`src/rtl/fetch_seq.sv`:
```
// fetch_seq: instruction-fetch sequencer for the 8-bit CPU.
// Fetches 1- or 2-byte instructions from program memory, supplies the
// next-PC value and halt flag to the PC register, and issues complete
// instructions to decode.
// Optional feature macro: FETCH_BRANCH_EN (taken-branch redirection on accept).
//
// Handshakes:
//   memory : mem_req/mem_addr are held until mem_rdy; a read completes in
//            any cycle where mem_req & mem_rdy (zero-wait allowed). mem_rdy
//            is ignored while mem_req is low.
//   decode : o_ir_valid/i_ir_ready; an instruction is accepted in a cycle
//            where both are high. o_opcode/o_operand hold until accepted.
// i_flush overrides everything: no request, no valid, and a pending
// i_ir_ready or mem_rdy in that cycle is discarded.
module fetch_seq #(
  parameter logic [7:0] HALT_OP  = 8'hFF,
  parameter int         LONG_BIT = 7
) (
  input  logic       clk,
  input  logic       rst,
  input  logic [7:0] i_pc,
  input  logic       i_flush,
  output logic [7:0] o_pc_add,
  output logic       o_is_done,
  output logic       mem_req,
  output logic [7:0] mem_addr,
  input  logic       mem_rdy,
  input  logic [7:0] mem_data,
  output logic       o_ir_valid,
  input  logic       i_ir_ready,
  output logic [7:0] o_opcode,
  output logic [7:0] o_operand,
  input  logic       i_br_taken,
  input  logic [7:0] i_br_target,
  output logic [1:0] o_dbg_state
);

  typedef enum logic [1:0] {
    FETCH_OP  = 2'd0,
    FETCH_ARG = 2'd1,
    ISSUE     = 2'd2,
    HALT      = 2'd3
  } state_t;

  state_t     r_state;
  logic [7:0] r_opcode;
  logic [7:0] r_operand;
  logic       r_is_done;

  logic       w_fetching;
  logic       w_mem_req;
  logic       w_rd_done;
  logic       w_ir_valid;
  logic       w_accept;
  logic       w_redirect;

  assign w_fetching = (r_state == FETCH_OP) || (r_state == FETCH_ARG);
  // Reset and flush both suppress the request so stray mem_rdy is ignored.
  assign w_mem_req  = w_fetching && !rst && !i_flush;
  assign w_rd_done  = w_mem_req && mem_rdy;
  assign w_ir_valid = (r_state == ISSUE) && !i_flush;
  assign w_accept   = w_ir_valid && i_ir_ready;

`ifdef FETCH_BRANCH_EN
  assign w_redirect = w_accept && i_br_taken;
`else
  // Branch inputs stay on the port list but have no effect in this build.
  assign w_redirect = 1'b0;
  logic w_unused_br;
  assign w_unused_br = ^{i_br_taken, i_br_target};
`endif

  // Next-PC select: +1 per completed byte read, branch target on a taken
  // accept, otherwise hold the current PC.
  always_comb begin
    o_pc_add = i_pc;
    if (w_rd_done) begin
      o_pc_add = i_pc + 8'd1;
    end else if (w_redirect) begin
`ifdef FETCH_BRANCH_EN
      o_pc_add = i_br_target;
`else
      o_pc_add = i_pc;
`endif
    end
  end

  // Fetch FSM with registered instruction bytes and halt flag.
  always_ff @(posedge clk or posedge rst) begin
    if (rst) begin
      r_state   <= FETCH_OP;
      r_opcode  <= 8'h00;
      r_operand <= 8'h00;
      r_is_done <= 1'b0;
    end else if (i_flush) begin
      r_state   <= FETCH_OP;
      r_opcode  <= 8'h00;
      r_operand <= 8'h00;
      r_is_done <= 1'b0;
    end else begin
      case (r_state)
        FETCH_OP: begin
          if (mem_rdy) begin
            r_opcode  <= mem_data;
            r_operand <= 8'h00;
            if (mem_data == HALT_OP) begin
              r_state   <= HALT;
              r_is_done <= 1'b1;
            end else if (mem_data[LONG_BIT]) begin
              r_state <= FETCH_ARG;
            end else begin
              r_state <= ISSUE;
            end
          end
        end
        FETCH_ARG: begin
          if (mem_rdy) begin
            r_operand <= mem_data;
            r_state   <= ISSUE;
          end
        end
        ISSUE: begin
          if (i_ir_ready) begin
            r_state <= FETCH_OP;
          end
        end
        HALT: begin
          r_state <= HALT;
        end
        default: begin
          r_state <= FETCH_OP;
        end
      endcase
    end
  end

  assign mem_req     = w_mem_req;
  assign mem_addr    = i_pc;
  assign o_ir_valid  = w_ir_valid;
  assign o_opcode    = r_opcode;
  assign o_operand   = r_operand;
  assign o_is_done   = r_is_done;
  assign o_dbg_state = r_state;

endmodule

```
`config.mk`:
```
export PLATFORM = sky130hd
export DESIGN_NAME = fetch_seq
export DESIGN_NICKNAME = d
export VERILOG_FILES = /design/src/rtl/fetch_seq.sv
export SDC_FILE = /design/constraint.sdc
export NUM_CORES = 1
export LEC_CHECK = 0
export ABC_AREA = 1
export CORE_AREA = 2 2 74 48
export CTS_BUF_LIST = sky130_fd_sc_hd__clkbuf_8
export DETAILED_ROUTE_END_ITERATION = 8
export DIE_AREA = 0 0 76 50
export PLACE_DENSITY = 0.84
export SYNTH_ARGS = -nofsm -noshare
export SYNTH_HDL_FRONTEND = slang
export SYNTH_SLANG_ARGS = --single-unit
```
`constraint.sdc`:
```
create_clock -name clk -period 1.39 [get_ports clk]
set_clock_uncertainty 0.1 [all_clocks]
set_input_delay 0.2085 -clock clk [delete_from_list [all_inputs] [get_ports clk]]
set_output_delay 0.2085 -clock clk [all_outputs]
set_load 0.005 [all_outputs]
```
==> flow_summary.ini, run 1 <==
[grt]
initial_antenna_violation_count = 0
overflow = 0
grt_max_degree = 28
grt_pass1_wl_mm = 6.541
groute.usage.overall_pct = 22.02
via_count_of_the_first_global_routing_pass = 1350

[sta]
worst_slew_margin_rel_pct = 81.53
report.final.hold_viol_count = 0
layout_worst_path_cycle_share_pct = 122.9
fmax_ghz = 0.5855
rsz0062_at_grt = yes
hold_slack_ps = 2.807
timing.final.setup_violations = 10
setup_tns_ps = -2637
finalMaxSlewViolations = 0
tightest_slew_ps = 276.3
final.setup.worst_slack_ps = -317.9
post-route-min-period_ps = 1708

[clocking]
ctsLongestPathBuffers = 2
cts_root_cell = sky130_fd_sc_hd__clkbuf_8
clkSinkCount = 19
clock_tree_from_tritoncts = done
postCtsHoldBufs = 0
number_of_clock_buffers_inserted_by_tritoncts = 3
worst_setup_hold_path_clk_slew_ps = 70
clock_tree.htree_level_count = 1
clock_insertion_delay_worst_skew_ps = 260

[place]
detailedPlace.worstSlack_ps = -761.4
placed_area_um2 = 1952
port_buffers = 57
place_congestion = 0.8609
numPlacedInstances = 282
dpl.hpwl_mm = 2.859

[finish]
most_common_cell_after_layout_fill_and_taps_aside = sky130_fd_sc_hd__buf_4
fill_cells = 242
finalNetCount = 290
seqCellArea_um2 = 475.5
area.growth.synth_to_final_pct = 83.40
finalInstanceArea_um2 = 2157
layout-drive-gt1-share_pct = 33.33
post_layout_nonfiller_instances = 303
mostFrequentLayoutCells = 37 x sky130_fd_sc_hd__buf_4, 36 x sky130_fd_sc_hd__nand2_1, 28 x sky130_fd_sc_hd__dlygate4sd2_1
multi_input_comb_area_um2 = 641.9
diodes = 0

[drt]
drtIter0Drc = 131
vias_per_cell = 4.861
vias = 1473
detail_route.drc_violations = 0
drt-wirelength-per-cell_um = 14.38
drtAntennaViolNets = 0
routed_wl_mm = 4.356
drt_pre_antenna_iters = 4

[worst_hold_path]
worst_hold_path_type = in -> async

[power_and_ir_drop]
static-leakage-power_nw = 1.160
power.density_cell_area_nw_per_um2 = 758.0
worst_ir_drop_vdd_mv = 0.7050

[worst_setup_path]
setup.worst_path.end_class = primary output
critPathArrivalTime_ps = 1400
r2r_end = o_dbg_state[1]$_DFFE_PP0P_
worstPathBufferInverterCount = 3
cpPeakStageDelay_ps = 400
worstPathMaxFanout = 3
rrSetupSlack_ps = 70
critical_path_start = o_dbg_state[1]$_DFFE_PP0P_
slowest_stage = sky130_fd_sc_hd__dfrtp_1
crit_path_end = o_pc_add[3]
critical_path.cell_chain = inv_2 -> nand2_4 -> nor3_4 -> buf_6 -> nand3b_1 -> nand2_1 -> buf_2
cp_num_cells = 7
worst_r2r_path_depth = 8
cp-start-kind = flip-flop
top_delay_family_on_crit_path = flip-flops
timing.rr.start = o_dbg_state[1]$_DFFE_PP0P_
timing_worst_setup_path_type = reg -> out
worstPathRequired_ps = 1080

[run]
timing.max_cap.violations = 0

[run_status]
failing_checks = negative setup slack
outcome = finished, violations left

[floorplanning]
die_area_um2 = 3800
core.rowCount = 16
dieWidth_um = 76
core_area_um2 = 3103
io-pin-count = 67
die-height_um = 50
initial_cell_density_of_the_core_pct = 37.90

[yosys]
yosys_warning_total = 0
synth.avg_cell_area_um2 = 7.305
ys_seq_area_share_pct = 40.43
netlist-cell-type-count = 22
yosys_register_bits = 19
synth_nets = 192
syn_inst = 161
post_synth_instance_area_um2 = 1176
[how the worst min path moves through the flow]
stage | start | end | slack (ps) | cells past startpoint
after floorplan | rst | o_dbg_state[0]$_DFFE_PP0P_ | 60 | 1
after global placement | o_operand[4]$_DFFE_PP0P_ | o_operand[4]$_DFFE_PP0P_ | 400 | 2
after detailed placement | o_operand[0]$_DFFE_PP0P_ | o_operand[0]$_DFFE_PP0P_ | 400 | 2
after CTS | i_flush | o_is_done$_DFFE_PP0P_ | 300 | 3
after global routing | rst | o_dbg_state[0]$_DFFE_PP0P_ | 40 | 3
final | rst | o_dbg_state[0]$_DFFE_PP0P_ | 3 | 3
[synth_stat cells]
| cell | n | share of area (%) |
|---|---|---|
| sky130_fd_sc_hd__o21ai_2 | 1 | 0.74 |
| sky130_fd_sc_hd__inv_1 | 19 | 6.1 |
| sky130_fd_sc_hd__a21oi_1 | 1 | 0.43 |
| sky130_fd_sc_hd__nor2_4 | 2 | 1.9 |
| sky130_fd_sc_hd__buf_1 | 1 | 0.32 |
| sky130_fd_sc_hd__xnor2_1 | 1 | 0.74 |
| sky130_fd_sc_hd__nand2_1 | 44 | 14 |
| sky130_fd_sc_hd__nand3b_1 | 2 | 1.3 |
| sky130_fd_sc_hd__dfrtp_1 | 19 | 40 |
| sky130_fd_sc_hd__xor2_1 | 1 | 0.74 |
| sky130_fd_sc_hd__o21ai_0 | 20 | 8.5 |
| sky130_fd_sc_hd__buf_4 | 8 | 5.1 |
| sky130_fd_sc_hd__buf_2 | 1 | 0.43 |
| sky130_fd_sc_hd__nand2_2 | 1 | 0.53 |
| sky130_fd_sc_hd__inv_2 | 1 | 0.32 |
| sky130_fd_sc_hd__nand3_1 | 22 | 9.4 |
| sky130_fd_sc_hd__nor3_4 | 1 | 1.4 |
| sky130_fd_sc_hd__ha_1 | 1 | 1.1 |
| sky130_fd_sc_hd__nand4_1 | 1 | 0.53 |
| sky130_fd_sc_hd__o31ai_1 | 1 | 0.64 |
| sky130_fd_sc_hd__nand2_4 | 2 | 1.9 |
| sky130_fd_sc_hd__nor2_1 | 11 | 3.5 |
[routing by layer]
metal	GRT usage (%)	routed length (µm)	vias to the layer above
met4	5.758	25	0
met3	4.945	283	4
met1	30.68	2019	702
li1	-	-	714
met5	0	0	-
met2	34.82	2028	53
[state kept, by name, indices dropped and copies added (netlist names)]
signal and count:
o_opcode 8, o_operand 8, o_dbg_state 2, o_is_done 1
[worst register-to-register path, stage by stage (launching register included)]
cell and delay (ps):
sky130_fd_sc_hd__dfrtp_1 400, sky130_fd_sc_hd__buf_4 140, sky130_fd_sc_hd__buf_6 110, sky130_fd_sc_hd__nand2_2 70, sky130_fd_sc_hd__buf_4 100, sky130_fd_sc_hd__nand2_1 50
sky130_fd_sc_hd__nor2_2 100, sky130_fd_sc_hd__nand2_1 70, sky130_fd_sc_hd__o21ai_0 90
[per-stage QoR]
stage / util (%) / total power [mW]
floorplan: - / 0.8226
global placement: 62.90 / 1.156
detailed placement: 62.90 / 1.168
CTS: 66.21 / 1.561
global route: 69.52 / 1.725
finish: 69.52 / 1.635
[power by group]
group / switching [mW] / internal [mW] / total, mW
clock: 0.193 / 0.200 / 0.392
combinational: 0.306 / 0.323 / 0.629
sequential: 0.0221 / 0.592 / 0.614
[area by class of cell]
cell class / count / area share, %
multi-input combinational: 114 / 29.76
timing repair buffer: 101 / 39.97
sequential: 19 / 22.04
inverter: 20 / 3.480
clock buffer: 3 / 1.914
tap: 45 / 2.610
clock inverter: 1 / 0.2320
[cell families (layout without fill, tap and decap cells)]
group | Yosys count | in the layout | synth area share [%]
buffers and inverters | 30 | 125 | 12.23
XOR/XNOR | 2 | 2 | 1.490
adder cells (fa/ha/maj) | 1 | 1 | 1.064
AO/OA/AOI/OAI | 23 | 23 | 10.32
flip-flops | 19 | 19 | 40.43
AND/OR/NAND/NOR | 86 | 88 | 34.47
[repair_timing]
action,CTS,global route
resized for setup,88,19
setup endpoints to repair,37,30
pin swaps,15,14
buffers inserted,10,6
cloned,1,1
Note: power is estimated with default switching activity, not from simulation.
==> run 2: changes to the inputs <==
CORE_AREA = 4 4 76 50   (was 2 2 74 48)
DIE_AREA = 0 0 80 54   (was 0 0 76 50)
==> flow_summary.ini, run 2 (synthesized netlist as in run 1, its figures left out) <==
[grt]
grt_pass1_wl_mm = 6.706
grt_max_degree = 28
initial_antenna_violation_count = 0
overflow = 0
via_count_of_the_first_global_routing_pass = 1442
groute.usage.overall_pct = 20.41

[worst_setup_path]
critical_path.cell_chain = clkdlybuf4s50_1 -> inv_2 -> nor3_4 -> buf_4 -> buf_6 -> nand2_2 -> nand2_1 -> buf_2
worstPathMaxFanout = 3
cp_num_cells = 8
top_delay_family_on_crit_path = buffers and inverters
critPathArrivalTime_ps = 1500
cpPeakStageDelay_ps = 510
crit_path_end = o_pc_add[7]
worst_r2r_path_depth = 6
r2r_end = o_opcode[3]$_DFFE_PP0P_
slowest_stage = sky130_fd_sc_hd__clkdlybuf4s50_1
setup.worst_path.end_class = primary output
worstPathBufferInverterCount = 5
rrSetupSlack_ps = 50
critical_path_start = mem_rdy
timing.rr.start = o_dbg_state[1]$_DFFE_PP0P_
worstPathRequired_ps = 1080
timing_worst_setup_path_type = in -> out
cp-start-kind = input port

[finish]
area.growth.synth_to_final_pct = 79.47
multi_input_comb_area_um2 = 646.9
fill_cells = 247
finalInstanceArea_um2 = 2111
most_common_cell_after_layout_fill_and_taps_aside = sky130_fd_sc_hd__nand2_1
mostFrequentLayoutCells = 38 x sky130_fd_sc_hd__nand2_1, 29 x sky130_fd_sc_hd__buf_4, 25 x sky130_fd_sc_hd__dlygate4sd2_1
layout-drive-gt1-share_pct = 32.27
final_core_utilization_pct = 67.59
diodes = 0
finalNetCount = 283
seqCellArea_um2 = 475.5

[sta]
report.final.hold_viol_count = 0
final.setup.worst_slack_ps = -415.3
finalMaxSlewViolations = 0
worst_slew_margin_rel_pct = 80.47
rsz0062_at_grt = yes
tightest_slew_ps = 293.0
fmax_ghz = 0.5539
post-route-min-period_ps = 1805
timing.final.setup_violations = 10
setup_tns_ps = -2783
layout_worst_path_cycle_share_pct = 129.9

[drt]
routed_wl_mm = 4.541
vias_per_cell = 4.926
detail_route.drc_violations = 0
drtAntennaViolNets = 0
vias = 1458
drt-wirelength-per-cell_um = 15.34
drt_pre_antenna_iters = 4
drtIter0Drc = 101

[floorplanning]
die_area_um2 = 4320
core_area_um2 = 3123
die-height_um = 54
io-pin-count = 67
core.rowCount = 16
dieWidth_um = 80
initial_cell_density_of_the_core_pct = 37.66

[place]
dpl.hpwl_mm = 2.951
place_congestion = 0.8135
port_buffers = 57
detailedPlace.worstSlack_ps = -812.0
placed_area_um2 = 1929

[clocking]
postCtsHoldBufs = 0
clock_insertion_delay_worst_skew_ps = 250
clock_tree_from_tritoncts = done
worst_setup_hold_path_clk_slew_ps = 70
clkSinkCount = 19
number_of_clock_buffers_inserted_by_tritoncts = 3
clock_tree.htree_level_count = 1
ctsLongestPathBuffers = 2
cts_root_cell = sky130_fd_sc_hd__clkbuf_8

[run_status]
outcome = finished, violations left
failing_checks = negative setup slack

[worst_hold_path]
worst_hold_path_type = in -> async

[power_and_ir_drop]
static-leakage-power_nw = 1.083
worst_ir_drop_vdd_mv = 0.5743
power.density_cell_area_nw_per_um2 = 759.5
post-layout-total-power_mw = 1.603

[run]
timing.max_cap.violations = 0
## run 2: cell types whose count changed in the layout (fill, tap and decap cells not counted), sizes merged
cell	previous run	this run
dlymetal6s2s	4	1
dlygate4sd2	28	25
clkdlybuf4s50	13	16
clkbuf	4	3
clkdlybuf4s15	1	4
buf	54	48
## run 2: how the worst min path moves through the flow
stage                             start                    endpoint  slack, ps  depth (start not counted)
6_report                            rst    o_operand[6]$_DFFE_PP0P_        140                          3
3_5_place_dp   o_operand[0]$_DFFE_PP0P_    o_operand[0]$_DFFE_PP0P_        400                          2
4_1_cts                             rst    o_operand[1]$_DFFE_PP0P_        130                          3
5_1_grt                             rst    o_operand[6]$_DFFE_PP0P_        170                          3
2_1_floorplan                       rst  o_dbg_state[0]$_DFFE_PP0P_         60                          1
3_3_place_gp   o_operand[0]$_DFFE_PP0P_    o_operand[0]$_DFFE_PP0P_        400                          2
## run 2: metrics by stage
stage | hold WS [ps] | instances
after global routing | 169.7 | 296
after floorplan | 59.63 | 161
after global placement | 398.5 | 279
final | 143.8 | 296
after detailed placement | 402.0 | 279
after CTS | 132.4 | 297
## run 2: final cells by class
type / count / area share, %
Clock inverter: 1 / 0.2371
Sequential cell: 19 / 22.53
Timing Repair Buffer: 94 / 38.41
Clock buffer: 3 / 1.956
Multi-Input combinational cell: 114 / 30.65
Tap cell: 45 / 2.667
Inverter: 20 / 3.557
## run 2: tightest hold or removal path, stage by stage
cell and delay, ps:
sky130_fd_sc_hd__dlygate4sd2_1 320, sky130_fd_sc_hd__inv_1 90, sky130_fd_sc_hd__buf_4 260
## run 2: report_power, final
| group | internal (mW) | total [mW] | switching, mW |
|---|---|---|---|
| Combinational | 0.302 | 0.605 | 0.303 |
| Sequential | 0.592 | 0.616 | 0.0237 |
| Clock | 0.199 | 0.383 | 0.184 |
| Total | 1.09 | 1.60 | 0.510 |
## run 2: what timing repair did
item                       CTS  global route
cloned                       1             1
gates resized for setup    103            21
setup endpoints to repair   37            34
pin swaps                   14            12
setup buffers               14             3
## run 2: layer usage
| metal | global-route usage, % | up-vias | wire (µm) |
|---|---|---|---|
| li1 | - | 697 | - |
| met5 | 0 | - | 0 |
| met4 | 7.584 | 0 | 91 |
| met2 | 33.93 | 87 | 2244 |
| met3 | 5.017 | 12 | 395 |
| met1 | 26.01 | 662 | 1809 |
